[config.mk]
export PLATFORM = sky130hd
export DESIGN_NAME = matrix_frame_writer
export DESIGN_NICKNAME = d
export VERILOG_FILES = /design/src/rtl/matrix_frame_writer.sv
export SDC_FILE = /design/constraint.sdc
export NUM_CORES = 1
export LEC_CHECK = 0
export ABC_AREA = 0
export BUFFER_PORTS_ARGS = -buffer_cell sky130_fd_sc_hd__buf_2
export CAP_MARGIN = 20
export CORE_MARGIN = 3
export CORE_UTILIZATION = 53
export CTS_BUF_LIST = sky130_fd_sc_hd__clkbuf_4 sky130_fd_sc_hd__clkbuf_8 sky130_fd_sc_hd__clkbuf_16
export CTS_CLUSTER_DIAMETER = 200
export CTS_CLUSTER_SIZE = 10
export DETAILED_ROUTE_END_ITERATION = 6
export GPL_TIMING_DRIVEN = 1
export PLACE_DENSITY = 0.77
export SLEW_MARGIN = 20
export SYNTH_ARGS = -nofsm -noshare
export SYNTH_HDL_FRONTEND = slang
export SYNTH_HIERARCHICAL = 1
export SYNTH_SLANG_ARGS = --single-unit
[constraint.sdc]
create_clock -name clock -period 1.9 [get_ports clock]
set_clock_uncertainty 0.05 [all_clocks]
set_input_delay 0.19 -clock clock [delete_from_list [all_inputs] [get_ports clock]]
set_output_delay 0.19 -clock clock [all_outputs]
set_load 0.01 [all_outputs]
[src/rtl/matrix_frame_writer.sv]
// Double-buffered pixel writer for the matrix controller's 96-bit frame bus.
// Pixels land in a back buffer; a commit publishes it to x at the next frame_sync.

// One matrix row of the back buffer: single-pixel writes and whole-row clear.
module mfw_row #(
  parameter int COLS = 12,
  parameter int CW   = 4
) (
  input  logic            clock,
  input  logic            reset_n,
  input  logic            wr_en,
  input  logic [CW-1:0]   wr_col,
  input  logic            wr_data,
  input  logic            clr,
  output logic [COLS-1:0] bits
);
  // Row storage; clear and write never coincide because writes stop during CLEAR.
  always_ff @(posedge clock or negedge reset_n) begin
    if (!reset_n)   bits <= '0;
    else if (clr)   bits <= '0;
    else if (wr_en) bits[wr_col] <= wr_data;
  end
endmodule

module matrix_frame_writer #(
  parameter int ROWS    = 8,
  parameter int COLS    = 12,
  parameter int FRAME_W = ROWS * COLS,
  parameter int RW      = 3,
  parameter int CW      = 4
) (
  input  logic               clock,
  input  logic               reset_n,
  input  logic               wr_valid,
  output logic               wr_ready,
  input  logic [RW-1:0]      wr_row,
  input  logic [CW-1:0]      wr_col,
  input  logic               wr_data,
  input  logic               clear,
  input  logic               commit,
  input  logic               frame_sync,
  output logic [FRAME_W-1:0] x,
  output logic               busy,
  output logic               committed,
  output logic               err
);
  typedef enum logic [1:0] {IDLE, CLEAR, PEND} state_t;

  state_t                     state;
  logic [RW-1:0]              row_cnt;
  logic [ROWS-1:0][COLS-1:0]  back;
  logic                       wr_fire, in_range, wr_hit;

  // Ready drops during reset so nothing is accepted before the FSM is live.
  assign wr_ready = reset_n && (state == IDLE);
  assign busy     = (state != IDLE);
  assign wr_fire  = wr_valid && wr_ready;
  assign in_range = (32'(wr_row) < ROWS) && (32'(wr_col) < COLS);
  assign wr_hit   = wr_fire && in_range;

  for (genvar r = 0; r < ROWS; r++) begin : g_row
    mfw_row #(.COLS(COLS), .CW(CW)) u_row (
      .clock   (clock),
      .reset_n (reset_n),
      .wr_en   (wr_hit && (wr_row == RW'(r))),
      .wr_col  (wr_col),
      .wr_data (wr_data),
      .clr     ((state == CLEAR) && (row_cnt == RW'(r))),
      .bits    (back[r])
    );
  end

  // Control FSM: clear sweep, pending swap, and the registered err/committed pulses.
  always_ff @(posedge clock or negedge reset_n) begin
    if (!reset_n) begin
      state     <= IDLE;
      row_cnt   <= '0;
      x         <= '0;
      committed <= 1'b0;
      err       <= 1'b0;
    end else begin
      committed <= 1'b0;
      err       <= wr_fire && !in_range;
      case (state)
        IDLE: begin
          // clear wins over commit; the losing commit is reported
          if (clear) begin
            state   <= CLEAR;
            row_cnt <= '0;
            if (commit) err <= 1'b1;
          end else if (commit) begin
            state <= PEND;
          end
        end
        CLEAR: begin
          if (clear || commit) err <= 1'b1;
          row_cnt <= row_cnt + 1'b1;
          if (row_cnt == RW'(ROWS - 1)) state <= IDLE;
        end
        PEND: begin
          // extra commits merge into the one pending swap
          if (clear) err <= 1'b1;
          if (frame_sync) begin
            x         <= back;
            committed <= 1'b1;
            state     <= IDLE;
          end
        end
        default: state <= IDLE;
      endcase
    end
  end
endmodule

## Word-level counts from Yosys, hierarchy flattened

Cells that the tools add are included.

- Add/sub/neg operators: 1
- $lt $le $gt $ge: 3
- Eq/ne operators: 20
- Mux-type cells: 40
- Reduce and logical (&&, ||, !) cells: 39

Operator list:

| cell | count |
|---|---|
| 12-bit two-way mux | 16 |
| 12-bit bitwise mux | 8 |
| 3-bit equality test (second input constant) | 8 |
| 1-bit logical AND | 21 |
| 2-bit nonzero test | 10 |
| 3-bit by 2-bit equality test with 1-bit output (second input constant) | 4 |
| 2-bit two-way mux | 4 |
| 1-bit two-way mux | 7 |
| 3-bit by 1-bit equality test with 1-bit output (second input constant) | 2 |
| 3-bit zero test | 2 |
| 2-bit one-hot mux with 3 select lines | 1 |
| 3-bit one-hot mux with 2 select lines | 1 |
| 4-bit by 5-bit less-than comparator with 1-bit output (second input constant) | 1 |
| 1-bit demux with 4-bit select | 1 |
| 4-bit by 1-bit >= comparator with 1-bit output (second input constant) | 1 |
| 4-bit less-than comparator (second input constant) | 1 |
| 2-bit != test (second input constant) | 2 |
| 2-bit AND reduction | 2 |
| 3-bit by 1-bit adder with 3-bit output (second input constant) | 1 |
| 3-bit two-way mux | 1 |
| 3-bit != test (second input constant) | 1 |
| 1-bit one-hot mux with 3 select lines | 1 |
| 3-bit AND reduction | 1 |
| 2-bit by 1-bit equality test with 1-bit output (second input constant) | 1 |
| 5 further kinds | 5 |

- Register bits after elaboration: 199
- Input port bits: 14
- Output and inout port bits: 100
- Word-level logic and storage cells: 116

## Depth between registers and ports, before layout

- Depth in word-level cells: 7
- Depth in mapped cells: 9
- Depth with buffers taken out: 8

## Cells and area by module

The synthesis kept the hierarchy.

By module, submodules not included:

| module | instances | cells an instance | area each (µm²) | sequential area each (µm²) |
|---|---|---|---|---|
| mfw_row | 8 | 58 | 614.3 | 300.3 |
| matrix_frame_writer | 1 | 278 | 4341.7 | 2577.5 |

## Worst setup path after synthesis

No wires, ideal clock.

- Path type: register to register
- Start point: register state[0]
- End point: register g_row[0].u_row.bits[4]
- Library setup time: 0.126 ns
- Data arrival time: 1.723 ns
- Data required time: 1.724 ns
- Setup slack: 0.001 ns
- Stages on the path, launching flop included: 10
- Buffers on the path: 1
- Period minus slack after synthesis: 1.899 ns
- Cell sequence: dfrtp_1 inv_1 ha_1 clkbuf_2 and3_1 nand3b_1 nor3_1 nor3b_2 nand2_1 mux2i_1

- Longest elaborated chain between the ends: 6
- Elaborated cells between the ends (all ways): 9
- Classes of those cells: eq/ne: 1; mux: 1; reduce/logical: 7

RTL lines:

| item | line | source |
|---|---|---|
| from (decl) | 49 | `state_t state;` |
| from (signal assigned) | 76 | `state <= IDLE;` |
| from (signal assigned) | 88 | `state <= CLEAR;` |
| from (signal assigned) | 92 | `state <= PEND;` |
| 2-bit zero test | 55 | `assign wr_ready = reset_n && (state == IDLE);` |
| 1-bit logical AND | 55 |  |
| 1-bit logical AND | 57 | `assign wr_fire = wr_valid && wr_ready;` |
| 1-bit logical AND | 59 | `assign wr_hit = wr_fire && in_range;` |
| 1-bit logical AND | 65 | `.wr_en (wr_hit && (wr_row == RW'(r))),` |
| 2-bit nonzero test (no source line) | - |  |
| to (signal, indexed assignment) | 21 | `else if (wr_en) bits[wr_col] <= wr_data;` |
| to (decl) | 15 | `output logic [COLS-1:0] bits` |

Several ways; a longest one is shown, not always the timed one.
A chain may end at the register's enable or synchronous reset.

## Final worst setup path

- Start point: register state[1]
- End point: register g_row[0].u_row.bits[0]

The elaborated chain is that of the path after synthesis.

==> Implementation_results.wiki <==
{| class="wikitable"
! Metric !! Value
|-
| Dominant cells by area after synthesis || sky130_fd_sc_hd__dfrtp_1 (54%), sky130_fd_sc_hd__mux2i_1 (11%), sky130_fd_sc_hd__mux2_2 (8.2%)
|-
| Number of warnings issued by yosys || 6
|-
| Buffers from clock root to sink, at most || 2
|-
| Top cells by count, synth || sky130_fd_sc_hd__dfrtp_1 (199), sky130_fd_sc_hd__nand2b_1 (107), sky130_fd_sc_hd__nand2_1 (102)
|-
| Worst setup path category || reg2reg
|-
| Wirelength, routed || 18600 microns
|-
| Gate count of the mapped netlist || 742
|-
| Critical Path Start Type || flip-flop
|-
| Number of buffers inserted during clock tree synthesis || 17
|-
| Transition at the pin with the smallest max-transition slack || 0.736 ns
|-
| Leakage power figure || 5.42 nW
|-
| Seq/Total Area, Yosys || 53.8%
|-
| Number of cells in the design after placement || 1081
|-
| Global-route wire length before repair || 31000 microns
|-
| Half-perimeter wire length after placement || 12300 microns
|-
| Relative slew slack || 50.9%
|-
| Number of iterations in the first detailed-routing pass || 4
|-
| ANT nets after route || 0
|-
| Place WS || -0.110 ns
|-
| GPL Wtd Cong || 0.820
|-
| Initial Util || 55.0%
|-
| Req. time, crit path || 2.16 ns
|-
| Final hold vios || 0
|-
| Cell area after technology mapping || 0.00926 sq mm
|-
| Clock tree root buffer cell || sky130_fd_sc_hd__clkbuf_16
|-
| Critical path peak fanout || 4
|-
| Mean cell area of the mapped netlist || 12.5 sq um
|-
| Total track usage || 19.8%
|-
| Die extent in x || 138 microns
|-
| Post-synth cell types || 35
|-
| Violated checks || setup timing
|-
| Via total after detailed routing || 5808
|-
| Number of global-route vias before repair || 6047
|-
| Max Slew Vio Count || 0
|-
| Global Route met3 Usage || 4.66%
|-
| Global routing met2 resource utilization || 30.8%
|-
| Number of placed I/O pins || 114
|-
| Mapped Nets || 766
|-
| Max-cap check violation count || 0
|-
| Unrepaired setup endpoints after global routing || yes
|-
| Filler cell count in the final layout || 1326
|-
| Async S/R FF share, synth || 100%
|-
| Final clock period utilization by the worst path || 103%
|-
| IR drop worst, VDD || 0.839 mV
|-
| CTS tree || yes
|-
| # nets final || 909
|-
| DRC || 0
|-
| Number of DRC markers in iteration 0 || 259
|-
| Type of the worst min-delay path || in2reg
|-
| Total power of the final layout || 13.9 mW
|-
| Floorplan Core Area || 0.0168 sq mm
|-
| Most area-hungry cell type in the Yosys netlist || sky130_fd_sc_hd__dfrtp_1
|-
| Overall die height || 138 microns
|-
| Setup violators final || 3
|-
| Syn-to-layout area delta || 18.4%
|-
| Routed wire per std cell || 16.6 microns
|-
| Least setup slack across all paths after layout || -0.0507 ns
|-
| Share of layout cells above drive strength 1 || 37.4%
|-
| Final core utilization || 65.2%
|-
| Crit path DAT || 2.21 ns
|-
| Maximum number of pins on one net before global-route repair || 127
|-
| Count of flip-flops with a built-in enable after synthesis || 0
|-
| Final global-route overflow total || 0
|-
| GRT busiest layer || met2
|-
| Clock latency on the worst-skew pair || 0.43 ns
|-
| Final cell count without fillers || 1116
|-
| Top_reg_cell synth || sky130_fd_sc_hd__dfrtp_1
|-
| Number of antenna violations at the first check in global routing || 1
|-
| Final-layout setup total negative slack || -0.0554 ns
|-
| Final period demand of the worst path || 1.95 ns
|-
| Number of I/O port buffers || 113
|-
| Crit. End Element || flip-flop
|-
| Diode count || 0
|-
| Share of the synthesized area in the top cell type || 53.8%
|-
| Routed vias/inst || 5.20
|-
| Total power divided by cell area || 1270 mW/mm^2
|-
| Met1 capacity usage during global routing || 28.2%
|-
| Most frequent cell after synthesis || sky130_fd_sc_hd__dfrtp_1
|-
| Die area || 0.0191 sq mm
|-
| Placement row count || 47
|-
| Clock transition at the registers of the reported paths || 0.06 ns
|-
| CTS sink cnt || 199
|-
| Level count of the clock H-tree || 4
|-
| Status || finished, violations left
|-
| Number of register bits inferred by synthesis || 199
|-
| Maximum clock rate || 0.513 GHz
|}
[final cells by class]
| type | count | area (sq um) | area share [%] |
|---|---|---|---|
| clock buffers | 23 | 483 | 4.41 |
| inverters | 11 | 41.3 | 0.377 |
| multi-input cells | 504 | 4160 | 38.0 |
| well taps | 220 | 275 | 2.51 |
| clock inverters | 7 | 50.0 | 0.457 |
| flip-flops and latches | 199 | 4980 | 45.4 |
| repair buffers | 152 | 968 | 8.84 |
[flip-flops by register name (all words and copies together), names as in the netlist]
signal / flops
state: 2
g_row.u_row/bits: 96
row_cnt: 3
x: 96
err: 1
committed: 1
[metal layers]
layer / vias to the layer above / share of wire (%)
met5: - / 0.038
met4: 2 / 1.1
met3: 19 / 3.8
met2: 99 / 47
met1: 2891 / 48
li1: 2797 / -
[stage by stage]
stage,hold slack [ns],area (sq um)
after CTS,0.0229,10900
after detailed placement,0.154,10200
after floorplan,-0.156,9260
after global routing,0.0394,11000
after global placement,0.158,10200
final,0.0374,11000
[worst max-delay path, stage by stage, from the launching register on]
cell,delay (ns)
sky130_fd_sc_hd__dfrtp_1,0.39
sky130_fd_sc_hd__inv_2,0.09
sky130_fd_sc_hd__ha_4,0.13
sky130_fd_sc_hd__and3_4,0.19
sky130_fd_sc_hd__nand3b_1,0.20
sky130_fd_sc_hd__nor3_2,0.16
sky130_fd_sc_hd__buf_4,0.14
sky130_fd_sc_hd__nor3b_4,0.22
sky130_fd_sc_hd__nand2_1,0.13
sky130_fd_sc_hd__mux2i_1,0.15
[where the power goes]
group          switching [mW]  leakage [nW]  internal, mW  total [mW]
sequential              0.775          2.22          5.64        6.42
combinational            1.98          2.95          2.23        4.21
clock                    1.53         0.259          1.79        3.31
[path summary, 6_finish.rpt]
kind / startpoint / cells after the start / slack (ns) / end
hold / removal: clear / 3 / 0.04 / err
setup / recovery: state[1] / 9 / -0.05 / g_row[0].u_row/bits[0]
min in group asynchronous: reset_n / 3 / 0.27 / row_cnt[1]
setup reg to reg: state[1] / 9 / -0.05 / g_row[0].u_row/bits[0]
max in group asynchronous: reset_n / 4 / 0.53 / g_row[5].u_row/bits[8]
hold reg to reg: x[49] / 1 / 0.45 / x[49]
[repair_timing]
item / CTS / global route
endpoints found under the hold margin: 15 / 0
pin swaps: 3 / 6
setup buffers: 1 / 1
hold buffers: 2 / 0
endpoints found under the setup margin: 43 / 99
resized for setup: 16 / 18
gates cloned: 0 / 1
[placed cells by master, fill, tap and decap left out, types with 2 or more instances in the layout]
cell                            synthesis  routed
sky130_fd_sc_hd__dfrtp_1              199     199
sky130_fd_sc_hd__buf_2                  8     112
sky130_fd_sc_hd__nand2b_1             107     107
sky130_fd_sc_hd__mux2i_1               98      98
sky130_fd_sc_hd__nand2_1              102      93
sky130_fd_sc_hd__mux2_2                67      67
sky130_fd_sc_hd__mux2_4                29      29
sky130_fd_sc_hd__buf_4                  6      29
sky130_fd_sc_hd__clkbuf_16              0      18
sky130_fd_sc_hd__and3b_2               16      16
sky130_fd_sc_hd__and2b_1               16      16
sky130_fd_sc_hd__nor2_1                15       9
sky130_fd_sc_hd__nand2_2                0       9
sky130_fd_sc_hd__and3_2                 8       8
sky130_fd_sc_hd__inv_1                  9       7
sky130_fd_sc_hd__ha_1                  10       7
sky130_fd_sc_hd__and3_1                 7       6
sky130_fd_sc_hd__buf_12                 3       6
sky130_fd_sc_hd__inv_2                  2       4
sky130_fd_sc_hd__o21ai_0                4       4
sky130_fd_sc_hd__clkbuf_4               0       4
sky130_fd_sc_hd__nor3b_4                0       4
sky130_fd_sc_hd__nor3b_2                8       4
sky130_fd_sc_hd__nor2_2                 0       3
sky130_fd_sc_hd__nor2_4                 0       3
sky130_fd_sc_hd__clkbuf_8               0       3
sky130_fd_sc_hd__clkinvlp_4             0       3
sky130_fd_sc_hd__and2_1                 2       2
sky130_fd_sc_hd__o22ai_1                2       2
sky130_fd_sc_hd__ha_2                   0       2
sky130_fd_sc_hd__clkinv_2               0       2
sky130_fd_sc_hd__clkinv_4               0       2
sky130_fd_sc_hd__dlygate4sd3_1          0       2
[logic make-up (layout without fill, tap and decap cells)]
kind of cell / count (synthesis) / count (layout) / synth area share, %
compound gates: 12 / 12 / 0.919
fa+ha+maj: 10 / 10 / 1.35
buf+inv: 39 / 193 / 2.55
flops: 199 / 199 / 53.8
mux: 194 / 194 / 23.5
simple gates: 288 / 288 / 17.9
Power figures use the tool's default switching activity.
